===== src/rtl/pipe_pkg.sv =====
// Shared pipeline package: reset/bubble constants and the IF/ID payload record.
// The IF/ID record layout is reused by the downstream ID/EX register.
package pipe_pkg;

  // Default PC after reset.
  localparam logic [31:0] RESET_PC_DEFAULT = 32'h0000_3000;

  // Bubble encoding: sll $0,$0,0.
  localparam logic [31:0] NOP_INSTR = 32'h0000_0000;

  // Byte increment between sequential instruction words.
  localparam logic [31:0] INSTR_BYTES = 32'd4;

  // IF/ID pipeline payload.
  typedef struct packed {
    logic [31:0] instr;
    logic [31:0] pc_plus4;
    logic        valid;
  } if_id_t;

  // Word-aligns a byte address by clearing bits [1:0].
  function automatic logic [31:0] word_align(input logic [31:0] addr);
    return addr & ~32'h0000_0003;
  endfunction

endpackage


===== src/rtl/fetch_if_id_stage_if.sv =====
// Instruction-memory bus between the fetch stage and the instruction memory.
// master = fetch stage (drives the address), slave = memory (returns the word).
interface fetch_if_id_stage_if;

  logic [31:0] imem_addr;
  logic [31:0] imem_rdata;
  logic        imem_ready;

  modport master (
    output imem_addr,
    input  imem_rdata,
    input  imem_ready
  );

  modport slave (
    input  imem_addr,
    output imem_rdata,
    output imem_ready
  );

endinterface


===== src/rtl/fetch_if_id_stage_pc_reg.sv =====
// Program counter: PC register, next-PC selection and the +4 adder.
// Priority: rst > stall > redirect > memory wait > sequential.
module pc_reg
  import pipe_pkg::*;
#(
  parameter logic [31:0] RESET_PC = RESET_PC_DEFAULT
) (
  input  logic        clk,
  input  logic        rst,
  input  logic        stall,
  input  logic        redirect_valid,
  input  logic [31:0] redirect_pc,
  input  logic        imem_ready,
  output logic [31:0] pc,
  output logic [31:0] pc_plus4
);

  logic [31:0] pc_q;
  logic [31:0] pc_d;

  // Sequential successor; wraps modulo 2^32.
  always_comb begin
    pc_plus4 = pc_q + INSTR_BYTES;
  end

  // Next-PC selection; a redirect wins over a memory wait.
  always_comb begin
    pc_d = pc_q;
    if (stall) begin
      pc_d = pc_q;
    end else if (redirect_valid) begin
      pc_d = word_align(redirect_pc);
    end else if (!imem_ready) begin
      pc_d = pc_q;
    end else begin
      pc_d = pc_plus4;
    end
  end

  // PC register with synchronous reset.
  always_ff @(posedge clk) begin
    if (rst) begin
      pc_q <= word_align(RESET_PC);
    end else begin
      pc_q <= pc_d;
    end
  end

  assign pc = pc_q;

endmodule


===== src/rtl/fetch_if_id_stage.sv =====
// Instruction-fetch stage plus IF/ID pipeline register.
// Optional feature macro: DELAY_SLOT_EN -- when defined, the instruction fetched
// alongside a redirect (the branch delay slot) is kept instead of squashed.
module fetch_if_id_stage #(
  parameter logic [31:0] RESET_PC  = pipe_pkg::RESET_PC_DEFAULT,
  parameter logic [31:0] NOP_INSTR = pipe_pkg::NOP_INSTR
) (
  input  logic                       clk,
  input  logic                       rst,
  fetch_if_id_stage_if.master        imem,
  input  logic                       id_stall,
  input  logic                       redirect_valid,
  input  logic [31:0]                redirect_pc,
  output logic [31:0]                instr_id,
  output logic [31:0]                pc_plus4_id,
  output logic                       valid_id
);

  logic [31:0] pc;
  logic [31:0] pc_plus4;

  pipe_pkg::if_id_t if_id_q;
  pipe_pkg::if_id_t if_id_d;
  pipe_pkg::if_id_t fetched;
  pipe_pkg::if_id_t bubble;

  pc_reg #(
    .RESET_PC (RESET_PC)
  ) u_pc_reg (
    .clk            (clk),
    .rst            (rst),
    .stall          (id_stall),
    .redirect_valid (redirect_valid),
    .redirect_pc    (redirect_pc),
    .imem_ready     (imem.imem_ready),
    .pc             (pc),
    .pc_plus4       (pc_plus4)
  );

  // Fetch address is the current PC, no extra register stage.
  always_comb begin
    imem.imem_addr = pc;
  end

  // Candidate IF/ID payloads: the word just fetched, or a bubble at this PC.
  always_comb begin
    fetched.instr    = imem.imem_rdata;
    fetched.pc_plus4 = pc_plus4;
    fetched.valid    = 1'b1;
    bubble.instr     = NOP_INSTR;
    bubble.pc_plus4  = pc_plus4;
    bubble.valid     = 1'b0;
  end

  // IF/ID next-state selection in the same priority order as the PC.
  always_comb begin
    if_id_d = if_id_q;
    if (id_stall) begin
      if_id_d = if_id_q;
    end else if (redirect_valid) begin
`ifdef DELAY_SLOT_EN
      // Delay slot executes: keep it when the memory delivered it.
      if_id_d = imem.imem_ready ? fetched : bubble;
`else
      // Squash the sequential successor of the branch/jump.
      if_id_d = bubble;
`endif
    end else if (!imem.imem_ready) begin
      if_id_d = bubble;
    end else begin
      if_id_d = fetched;
    end
  end

  // IF/ID register with synchronous reset.
  always_ff @(posedge clk) begin
    if (rst) begin
      if_id_q.instr    <= NOP_INSTR;
      if_id_q.pc_plus4 <= 32'h0000_0000;
      if_id_q.valid    <= 1'b0;
    end else begin
      if_id_q <= if_id_d;
    end
  end

  assign instr_id    = if_id_q.instr;
  assign pc_plus4_id = if_id_q.pc_plus4;
  assign valid_id    = if_id_q.valid;

endmodule


===== src/flat_wrapper.sv =====
// flat-port wrapper written by rule: the top's interface ports become plain ports
module fetch_if_id_stage_flat 
#(
  parameter logic [31:0] RESET_PC  = pipe_pkg::RESET_PC_DEFAULT,
  parameter logic [31:0] NOP_INSTR = pipe_pkg::NOP_INSTR
)
  (clk, rst, id_stall, redirect_valid, redirect_pc, instr_id, pc_plus4_id, valid_id, imem_imem_addr, imem_imem_rdata, imem_imem_ready);
  fetch_if_id_stage_if imem_i ();
  input  logic clk;
  input  logic rst;
  input  logic id_stall;
  input  logic redirect_valid;
  input  logic [31:0] redirect_pc;
  output logic [31:0] instr_id;
  output logic [31:0] pc_plus4_id;
  output logic valid_id;
  output wire logic [$bits(imem_i.imem_addr)-1:0] imem_imem_addr;
  input wire logic [$bits(imem_i.imem_rdata)-1:0] imem_imem_rdata;
  input wire logic [$bits(imem_i.imem_ready)-1:0] imem_imem_ready;
  assign imem_imem_addr = imem_i.imem_addr;
  assign imem_i.imem_rdata = imem_imem_rdata;
  assign imem_i.imem_ready = imem_imem_ready;
  fetch_if_id_stage #(.RESET_PC(RESET_PC), .NOP_INSTR(NOP_INSTR)) u_core (.clk(clk), .rst(rst), .imem(imem_i), .id_stall(id_stall), .redirect_valid(redirect_valid), .redirect_pc(redirect_pc), .instr_id(instr_id), .pc_plus4_id(pc_plus4_id), .valid_id(valid_id));
endmodule

===== config.mk =====
export PLATFORM = sky130hd
export DESIGN_NAME = fetch_if_id_stage_flat
export DESIGN_NICKNAME = d
export VERILOG_FILES = /design/src/rtl/pipe_pkg.sv /design/src/rtl/fetch_if_id_stage_if.sv /design/src/rtl/fetch_if_id_stage_pc_reg.sv /design/src/rtl/fetch_if_id_stage.sv /design/src/flat_wrapper.sv
export SDC_FILE = /design/constraint.sdc
export NUM_CORES = 1
export LEC_CHECK = 0
export BUFFER_PORTS_ARGS = -buffer_cell sky130_fd_sc_hd__buf_2
export CORE_MARGIN = 1
export CORE_UTILIZATION = 50
export CTS_CLUSTER_SIZE = 25
export DETAILED_ROUTE_END_ITERATION = 8
export PLACE_DENSITY_LB_ADDON = 0.15
export SYNTH_ARGS = -nofsm -noshare
export SYNTH_HDL_FRONTEND = slang
export SYNTH_SLANG_ARGS = --single-unit

===== constraint.sdc =====
create_clock -name clk -period 2.4 [get_ports clk]
set_clock_uncertainty 0.15 [all_clocks]
set_input_delay 0.72 -clock clk [delete_from_list [all_inputs] [get_ports clk]]
set_output_delay 0.72 -clock clk [all_outputs]
set_load 0.1 [all_outputs]

# == After elaboration in Yosys (flattened, before gate mapping) ==
# Index checks and enable logic that the tools add are counted.
# op_classes
n_mux,4
n_reduce_logical,2
add_sub_neg,1
bitwise_logic,1
# ops
operator,count
65-bit 2-to-1 mux,2
32-bit 2-to-1 mux,2
"32-bit by 3-bit adder with 32-bit output, second input constant",1
2-bit AND reduction,1
2-bit nonzero test,1
1-bit inverter,1
# word_totals
word_cells,12
in_bits,69
reg_bits,97

# == Logic depth before layout (Yosys ltp) ==
# Gate-level depths: netlist of the first run.
# logic_depth
depth_word,3
mapped_depth,7
mapped_depth_nobuf,5

# == Modules after synthesis ==
# A second synthesis of the first run with hierarchy kept.
# unflattened
hier_cells,611
area_unflattened_um2,5192.5
# modules_own_cells
module,instances,cells_each,area_per_inst_um2
pc_reg,1,359,2647.5
fetch_if_id_stage,1,252,2544.9

# == Worst setup path after synthesis of the first run ==
# Ideal clock, no wire load.
# synth_timing
path_kind,register to register
start,"reg u_core.u_pc_reg.pc_q[2], in the netlist u_core.u_pc_reg.pc[2]"
end,"reg u_core.u_pc_reg.pc_q[20], in the netlist u_core.u_pc_reg.pc[20]"
setup_slack_ns,-0.465
t_arrival_ns,2.640
path_buffers,1
period_less_slack_ns,2.865
required_ns,2.176
path_stages_with_launch,7
cell_sequence,dfxtp_1 > ha_1 > and4_1 > buf_2 > nand4_1 > or4_1 > a31oi_1
# synth_between
elab_chain_len,3
# synth_lines
element,line,source
from (decl),fetch_if_id_stage_pc_reg.sv:18,logic [31:0] pc_q;
from (signal assigned),fetch_if_id_stage_pc_reg.sv:43,pc_q <= word_align(RESET_PC);
from (signal assigned),fetch_if_id_stage_pc_reg.sv:45,pc_q <= pc_d;
32-bit by 3-bit adder with 32-bit output,fetch_if_id_stage_pc_reg.sv:23,pc_plus4 = pc_q + INSTR_BYTES;
32-bit 2-to-1 mux,fetch_if_id_stage_pc_reg.sv:33,end else if (!imem_ready) begin
32-bit 2-to-1 mux,fetch_if_id_stage_pc_reg.sv:31,end else if (redirect_valid) begin
# No other way between the ends. The select of a mux whose other input is x is not followed.
# A chain may end at the register's enable or synchronous reset.

# == Worst setup path in the final report of the first run ==
# layout_timing
start,"reg u_core.u_pc_reg.pc_q[6], in the netlist u_core.u_pc_reg.pc[6]"
end,out imem_imem_addr[6]
# layout_lines
element,line,source
to (decl),flat_wrapper.sv:17,output wire logic [$bits(imem_i.imem_addr)-1:0] imem_imem_addr;
# No word-level cell between the ends.

==> results of run 1 <==
[layout by cell type (no fill, tap or decap), types with 5 or more instances in the layout]
cell type and count:
a211oi_1 14, a21oi_1 24, a22oi_1 37, a311oi_1 10, a31oi_1 12, and3_1 6
and4_1 8, buf_12 5, buf_2 159, buf_4 31, clkbuf_8 10, dfxtp_1 67
dfxtp_2 22, inv_1 11, mux2i_1 5, nand2_1 40, nand3_1 20, nand4_1 15
nor2_1 70, nor2b_1 6, nor3_1 8, nor4_1 5, o211ai_1 5, o21ai_0 18
o31a_1 6, o31ai_1 8, or3_1 12, or4_1 6, xnor2_1 8
[per-layer routing]
| metal | wire [um] | part of all wire, % | track usage (%) |
|---|---|---|---|
| met2 | 6720 | 47 | 48.7 |
| met5 | 0 | 0 | 0 |
| met4 | 337 | 2.4 | 12.2 |
| met3 | 1200 | 8.4 | 6.38 |
| met1 | 6050 | 42 | 37.6 |
[per-stage QoR]
stage / util (%) / instance area, um^2
global route: 67.0 / 5950
detailed placement: 64.4 / 5730
global placement: 64.4 / 5730
CTS: 66.9 / 5950
finish: 67.0 / 5950
floorplan: - / 4720
[what timing repair did]
item                                    in CTS  in global routing
endpoints found under the setup margin       0                  1
hold endpoints to repair                     0                  0
setup buffers                                0                  0
gates resized for setup                      0                  1
[Yosys cell counts, drive strengths merged, types with 10 or more instances]
| master | number |
|---|---|
| o21ai | 19 |
| dfxtp | 93 |
| buf | 25 |
| nor2 | 71 |
| a31oi | 12 |
| a21oi | 24 |
| a22oi | 37 |
| clkbuf | 36 |
| nand3 | 20 |
| nand2 | 40 |
| or3 | 13 |
| a211oi | 14 |
| nand4 | 17 |
| inv | 11 |
| a311oi | 10 |
[power breakdown]
part           internal, mW  switching (mW)  leakage, nW
Sequential             1.62          0.0829        0.771
Clock                 0.620           0.568        0.114
Combinational         0.223           0.790         1.60
Total                  2.46            1.44         2.49
[kinds of logic (layout without fill, tap and decap cells)]
group / count (synthesis) / after routing / share of synthesized area, %
and+or+nand+nor: 214 / 214 / 23.5
adders and majority gates: 1 / 1 / 0.268
buffers and inverters: 73 / 223 / 6.52
xor gates and xnor gates: 11 / 11 / 2.07
other: 1 / 4 / 0.0804
muxes: 5 / 5 / 1.07
AOI/OAI and AO/OA: 171 / 171 / 26.6
DFF: 93 / 93 / 39.9
[cell type report]
cell class,count,area (um^2)
Tap cell,108,135
Multi-Input combinational cell,406,2520
Sequential cell,93,1900
Fill cell,793,2940
Clock inverter,5,82.6
Timing Repair Buffer,195,1130
Clock buffer,11,141
Inverter,12,45.0
[worst paths after layout]
path / start / depth (start not counted) / end
setup / recovery: u_core.u_pc_reg.pc[6] / 1 / imem_imem_addr[6]
setup reg to reg: u_core.u_pc_reg.pc[2] / 5 / u_core.u_pc_reg.pc[20]
hold / removal: u_core.pc_plus4_id[30] / 2 / u_core.pc_plus4_id[30]
hold reg to reg: u_core.pc_plus4_id[30] / 2 / u_core.pc_plus4_id[30]
==> run summary, run 1 <==
run status: finished, final reports clean
post-route minimum period: 2.22 ns
Synth area leaders: dfxtp_1 (40%), a22oi_1 (6.0%), nor2_1 (5.7%)
total of max-cap violations: 0
count of cell types in the netlist: 65
largest net degree at the start of global routing: 46
reg-to-reg slack, setup: 0.21 ns
worst min path class: reg2reg
Die Area: 0.00972 mm^2
FFs w/ async S/R, synth: 0%
layout cell share with drive strength beyond 1: 33.8%
num ports: 166
Slew @ Worst Pin: 0.588 ns
Layout area overhead: 27.7%
PortBufs: 159
Skew-Pair Late Insertion Delay: 0.37 ns
WL/cell: 17.2 um
#FFs+latches synth: 93
worst slack, placed: 0.0570 ns
RSZ-0062 raised after global routing: no
Slew headroom: 60.8%
Gate Count Post-Synth: 569
number of global-route vias before repair: 4,711
top cell family by delay on the critical path: flip-flops
clock slew at reported path FFs: 0.10 ns
Worst VDD drop: 0.323 mV
drt drc: 0
Pleak: 2.49 nW
register area share after synthesis: 39.9%
placer's final routability congestion estimate: 0.867
Placed Cells: 814
Fmax: 450 MHz
crit start category: register
# H-tree levels: 3
number of cell rows: 34
initial antenna violation count: 0
post-synthesis cell area: 0.00466 mm^2
CP max stage delay: 0.50 ns
CP Capture Type: primary output
vias post-DR: 5,046
dpl hpwl: 10,100 um
synth warn: 0
Cell Pwr Density: 655 mW/mm^2
Top FF cell, synth: dfxtp_1
setup TNS: 0 ns
Avg Cell Area, Syn: 8.20 um^2
TritonRoute pass-1 iters: 5
die width: 98.6 um
Crit path required time: 1.53 ns
Die Ht: 98.6 um
nets@finish: 787
Yosys top cell area share: 39.9%
Fin. Hold Viols: 0
Initial Util: 52.4%
Non-Filler Instances: 830
# clock sinks: 93
number of synthesized flops with an enable pin: 0
CP Class: reg2out
max FFs per register: 32
Core Area: 0.00889 mm^2
CTS tree: done
total track usage: 29.5%
Final period util: 92.6%
hold buffers post-CTS: 0
CTS Root Cell: clkbuf_8
Worst path slowest cell: dfxtp_2
gr ovfl total: 0
Hold WS: 0.311 ns
WP buf/inv: 1
Num CTS Buffers: 9
first-pass GRT wire length: 23,000 um
Post-Route WL: 14,300 um
final setup violation count: 0
CP max FO: 14
Critical Path, Cell by Cell: buf_2
1st-iter DRT viols: 338
Max Root-Sink Buffers: 2
Yosys top cell by area: dfxtp_1
max-slew violations: 0
# diodes: 0
final total power: 3.90 mW
crit path DAT: 1.35 ns
PnR worst setup slack: 0.177 ns
vias per inst: 6.08
Antenna Violating Nets Remaining: 0
Note: power is estimated with default switching activity, not from simulation.
==> run 2, diff against run 1 <==
- SETUP_SLACK_MARGIN: not set -> 0.5
- clock period: 2.4 -> 2.5 ns (I/O delays scaled with it)
==> run 2 against run 1 <==
Wire length increased by 6.2%. First-iteration DRC count is 14% higher. Highest routed layer unchanged. Combinational power hardly changed. Sequential share of layout area down 1.4 points. Non-clock buffer count up 3. Largest cell class unchanged. Core utilization up 5.2 points. Via count grew 2.4%. Critical path depth is the same. Largest power group unchanged. Global-route usage up 0.35 points. Setup slack improved by 0.26 ns. Clock-buffer cell count fell by 2. Sequential cell count unchanged.
==> run summary, run 2 (synthesized netlist as in run 1, its figures left out) <==
Max Root-Sink Buffers: 2
# clock sinks: 93
dpl hpwl: 9790 um
Initial Util: 52.4%
final total power: 3.76 mW
Num CTS Buffers: 9
Skew-Pair Late Insertion Delay: 0.37 ns
CTS tree: done
setup TNS: 0 ns
top cell family by delay on the critical path: flip-flops
number of global-route vias before repair: 4,590
clock slew at reported path FFs: 0.10 ns
clock network fraction of total power: 29.1%
drt drc: 0
final setup violation count: 0
# diodes: 0
hold buffers post-CTS: 0
nets@finish: 790
Hold WS: 0.327 ns
CP Capture Type: primary output
Layout area overhead: 37.7%
internal power: 2.30 mW
fillers: 709
layout cell share with drive strength beyond 1: 37.0%
Comb pwr share: 27.5%
Die Ht: 98.6 um
WL/cell: 18.2 um
TritonRoute pass-1 iters: 5
Final period util: 82.5%
most common cell after layout, fill and taps aside: buf_4
Layout Utilization: 72.2%
largest net degree at the start of global routing: 81
worst min path class: reg2reg
Worst path slowest cell: dfxtp_4
Worst VDD drop: 0.367 mV
placer's final routability congestion estimate: 0.882
Slew headroom: 64.1%
WP buf/inv: 1
Placed Cells: 798
# H-tree levels: 3
vias per inst: 6.20
Fmax: 485 MHz
Fin. Hold Viols: 0
CP max FO: 14
gr ovfl total: 0
die width: 98.6 um
total track usage: 29.9%
Pleak: 2.59 nW
Net Sw Frac: 38.8%
crit start category: register
number of cell rows: 34
Die Area: 0.00972 mm^2
initial antenna violation count: 0
total of max-cap violations: 0
most frequent cells in the layout: buf_4 (112), nor2_1 (70), buf_2 (66), dfxtp_1 (63), nand2_1 (40)
Reg power frac: 43.4%
first-pass GRT wire length: 23,200 um
max-slew violations: 0
Antenna Violating Nets Remaining: 0
PortBufs: 159
run status: finished, final reports clean
CP max stage delay: 0.47 ns
Non-Filler Instances: 833
num ports: 166
Cell Pwr Density: 585 mW/mm^2
vias post-DR: 5,168
max FFs per register: 32
CP Class: reg2out
1st-iter DRT viols: 385
Critical Path, Cell by Cell: buf_4
Slew @ Worst Pin: 0.539 ns
Crit path required time: 1.60 ns
NetSw: 1.46 mW
post-route minimum period: 2.06 ns
Core Area: 0.00889 mm^2
Post-Route WL: 15,200 um
RSZ-0062 raised after global routing: yes
CTS Root Cell: clkbuf_8
crit path DAT: 1.16 ns
==> run 2: cell count changes in the layout (fill, tap and decap cells not counted), sizes merged <==
cell / before / now
inv: 12 / 16
clkinv: 3 / 2
clkbuf: 11 / 9
buf: 195 / 198
bufinv: 2 / 1
==> run 2: cell type report <==
class / instances / area [um^2] / area share (%)
Tap cell: 108 / 135 / 2.10
Clock buffer: 9 / 124 / 1.93
Timing Repair Buffer: 198 / 1430 / 22.2
Sequential cell: 93 / 1960 / 30.6
Inverter: 12 / 45.0 / 0.702
Clock inverter: 7 / 87.6 / 1.36
Multi-Input combinational cell: 406 / 2640 / 41.1
==> run 2: repair_timing <==
action,CTS,global route
setup buffers,8,11
setup endpoints to repair,106,28
pin swaps,3,6
gates resized for setup,107,19
==> run 2: power by group through the flow <==
stage	registers (mW)	logic (mW)	clock network, mW
after floorplan	2.13	0.282	0
after global placement	1.65	0.936	0
after detailed placement	1.66	0.947	0
after CTS	1.63	1.01	1.10
after global routing	1.64	1.08	1.16
final	1.63	1.03	1.09
==> run 2: layer usage <==
layer,vias up,global-route usage [%],wire length [um]
li1,2434,-,-
met1,2435,39.2,6210
met2,259,49.5,7450
met3,40,4.26,1090
met5,-,0,0
met4,0,12.4,436
==> run 2: metrics by stage <==
| step | cell area [um^2] | setup slack [ns] |
|---|---|---|
| 2_1_floorplan | 4920 | 0.385 |
| 3_3_place_gp | 5710 | 0.232 |
| 3_5_place_dp | 5710 | 0.206 |
| 4_1_cts | 6260 | 0.450 |
| 5_1_grt | 6420 | 0.408 |
| 6_report | 6420 | 0.438 |
==> run 2: worst paths after layout <==
path / end / slack [ns] / from / cells after the start
setup reg to reg: u_core.pc_plus4_id[22] / 0.45 / u_core.u_pc_reg.pc[3] / 6
setup / recovery: imem_imem_addr[6] / 0.44 / u_core.u_pc_reg.pc[6] / 1
hold reg to reg: u_core.pc_plus4_id[30] / 0.33 / u_core.pc_plus4_id[30] / 2
hold / removal: u_core.pc_plus4_id[30] / 0.33 / u_core.pc_plus4_id[30] / 2
==> run 3, diff against run 2 <==
- clock period: 2.5 -> 2.15 ns (I/O delays scaled with it)
==> run 3 against run 2 <==
The flow now stops in global routing. Synthesized cell count unchanged. Area after synthesis unchanged.
==> run summary, run 3 <==
die width: 98.6 um
Yosys top cell by area: dfxtp_1
run status: aborted with a tool error
num ports: 166
Max Root-Sink Buffers: 2
number of cell rows: 34
worst ep type: register input
post-synthesis cell area: 0.00466 mm^2
Yosys top cell area share: 39.9%
placer's final routability congestion estimate: 0.833
#FFs+latches synth: 93
cell with the most instances after synthesis: dfxtp_1
register area share after synthesis: 39.9%
largest net degree at the start of global routing: 43
PortBufs: 159
Top FF cell, synth: dfxtp_1
hold buffers post-CTS: 0
number of synthesized flops with an enable pin: 0
# clock sinks: 93
count of cell types in the netlist: 65
Avg Cell Area, Syn: 8.20 um^2
last worst endpoint in the global-route repair_timing: u_core.u_pc_reg.pc[24]$_SDFFE_PP0N_/D
Die Ht: 98.6 um
Post-synth top cells: dfxtp_1 (93), nor2_1 (71), nand2_1 (40)
CTS Root Cell: clkbuf_8
Num CTS Buffers: 9
FFs w/ async S/R, synth: 0%
synth warn: 0
Gate Count Post-Synth: 569
dpl hpwl: 10,700 um
Synth area leaders: dfxtp_1 (40%), a22oi_1 (6.0%), nor2_1 (5.7%)
Stop Error: [ERROR DPL-0038] Utilization greater than 100%, impossible to legalize
# H-tree levels: 3
Halt Stage: global routing
Initial Util: 52.4%
worst slack, placed: 0.00712 ns
## run 3: cell families after synthesis
logic type / synth area share [%]
simple gates: 23.5
compound gates: 26.6
flops: 39.9
buf+inv: 6.52
xor+xnor: 2.07
mux: 1.07
fa+ha+maj: 0.268
other cells: 0.0804
## run 3: stage by stage
stage          std cells  instance area (um^2)  hold slack (ns)  util, %
2_1_floorplan        572                  5130            0.498        -
3_3_place_gp         819                  6020            0.296     67.7
4_1_cts              914                  8470            0.346     95.3
3_5_place_dp         819                  6020            0.301     67.7
## run 3: repair_timing
action | 4_1_cts
cloned | 1
setup endpoints to repair | 134
buffers inserted | 78
hold endpoints to repair | 0
pin swaps | 45
resized for setup | 441
==> run 4, diff against run 3 <==
- CORE_UTILIZATION: 50 -> 35
- CTS_CLUSTER_SIZE: 25 -> not set
- SETUP_SLACK_MARGIN: 0.5 -> not set
==> run 4 against run 3 <==
The flow now finishes without violations.
==> run summary, run 4 (synthesized netlist as in run 1, its figures left out) <==
Post-Route WL: 15,800 um
nets@finish: 800
Crit path required time: 1.35 ns
Worst path slowest cell: buf_2
max-slew violations: 0
vias post-DR: 5,063
total of max-cap violations: 0
Final Instance Area: 0.00630 mm^2
CP Capture Type: primary output
Comb pwr share: 24.9%
Core Area: 0.0128 mm^2
Layout area overhead: 35.1%
R2R cell count: 6
PortBufs: 159
vias per inst: 5.58
Cell Pwr Density: 741 mW/mm^2
Pleak: 2.59 nW
Net Sw Frac: 37.2%
Die Area: 0.0138 mm^2
Non-Filler Instances: 907
crit path to: imem_imem_addr[15]
clock slew at reported path FFs: 0.07 ns
final setup violation count: 0
internal power: 2.93 mW
most frequent cells in the layout: buf_2 (159), nor2_1 (70), dfxtp_1 (64), buf_4 (44), nand2_1 (40)
Fmax: 475 MHz
Hold WS: 0.319 ns
R2R Path Start: u_core.u_pc_reg.pc[3]
crit path from: u_core.u_pc_reg.pc[15]
Worst VDD drop: 0.370 mV
placed inst area: 0.00597 mm^2
CP max stage delay: 0.43 ns
clock network fraction of total power: 34.9%
layout cell share with drive strength beyond 1: 36.5%
WL/cell: 17.4 um
CP Class: reg2out
total track usage: 22.3%
worst min path class: reg2reg
dpl hpwl: 11,500 um
Antenna Violating Nets Remaining: 0
Critical Path, Cell by Cell: buf_4, buf_2
largest net degree at the start of global routing: 39
Final period util: 97.9%
drt drc: 0
TritonRoute pass-1 iters: 5
first-pass GRT wire length: 24,600 um
placer's final routability congestion estimate: 0.817
number of cell rows: 41
# H-tree levels: 3
Layout Utilization: 49.1%
Num CTS Buffers: 9
Fin. Hold Viols: 0
hold buffers post-CTS: 0
reg-to-reg endpoint: u_core.pc_plus4_id[16]
Initial Util: 36.4%
run status: finished, final reports clean
CTS Root Cell: clkbuf_16
post-route minimum period: 2.11 ns
Placed Cells: 889
worst slack, placed: 0.00312 ns
initial antenna violation count: 0
Reg power frac: 40.3%
# diodes: 0
CP max FO: 7
gr ovfl total: 0
crit path DAT: 1.31 ns
PnR worst setup slack: 0.0443 ns
NetSw: 1.74 mW
reg-to-reg slack, setup: 0.08 ns
Die Ht: 117 um
crit start category: register
most common cell after layout, fill and taps aside: buf_2
num ports: 166
number of global-route vias before repair: 4,646
max FFs per register: 32
# clock sinks: 93
Max Root-Sink Buffers: 2
die width: 117 um
Skew-Pair Late Insertion Delay: 0.35 ns
CTS tree: done
1st-iter DRT viols: 344
-- run 4: repair_timing --
item | CTS | global route
gates resized for setup | 0 | 5
buffers inserted | 0 | 2
endpoints found under the setup margin | 0 | 7
-- run 4: worst min path at each step --
stage               depth (start not counted)                  start               endpoint  slack (ns)
floorplan                                   2  u_core.u_pc_reg.pc[2]  u_core.u_pc_reg.pc[2]        0.50
detailed placement                          2  u_core.pc_plus4_id[5]  u_core.pc_plus4_id[5]        0.30
CTS                                         2  u_core.pc_plus4_id[5]  u_core.pc_plus4_id[5]        0.32
global placement                            2  u_core.pc_plus4_id[5]  u_core.pc_plus4_id[5]        0.30
finish                                      2        u_core.valid_id        u_core.valid_id        0.32
global route                                2  u_core.pc_plus4_id[4]  u_core.pc_plus4_id[4]        0.34
-- run 4: final cells by class --
class / instances / area (um^2)
repair buffers: 208 / 1230
multi-input cells: 406 / 2550
clock inverters: 6 / 51.3
inverters: 12 / 45.0
well taps: 172 / 215
flip-flops and latches: 93 / 1960
clock buffers: 10 / 250
fillers: 1298 / 6530
-- run 4: metal layers --
metal	part of all wire (%)	wire, um	global-route usage (%)
met4	1.8	278	7.39
met2	48	7600	36.1
met3	6.5	1030	5.40
met1	43	6850	29.0
met5	0	0	0
-- run 4: metrics by stage --
step	power (mW)	setup TNS (ns)
global route	4.85	-0.000989
CTS	4.71	0
floorplan	2.80	0
detailed placement	3.08	0
global placement	3.06	0
finish	4.67	0
-- run 4: power by group through the flow --
stage	clock network (mW)	registers, mW	logic, mW
after floorplan	0	2.47	0.324
after global placement	0	1.91	1.15
after detailed placement	0	1.92	1.16
after CTS	1.67	1.88	1.16
after global routing	1.74	1.89	1.21
final	1.63	1.88	1.16
-- run 4: critical path, delay by kind of cell, from the launching register on --
| family | cells | cell delay [ns] |
|---|---|---|
| DFF | 1 | 0.37 |
| buffers and inverters | 2 | 0.59 |
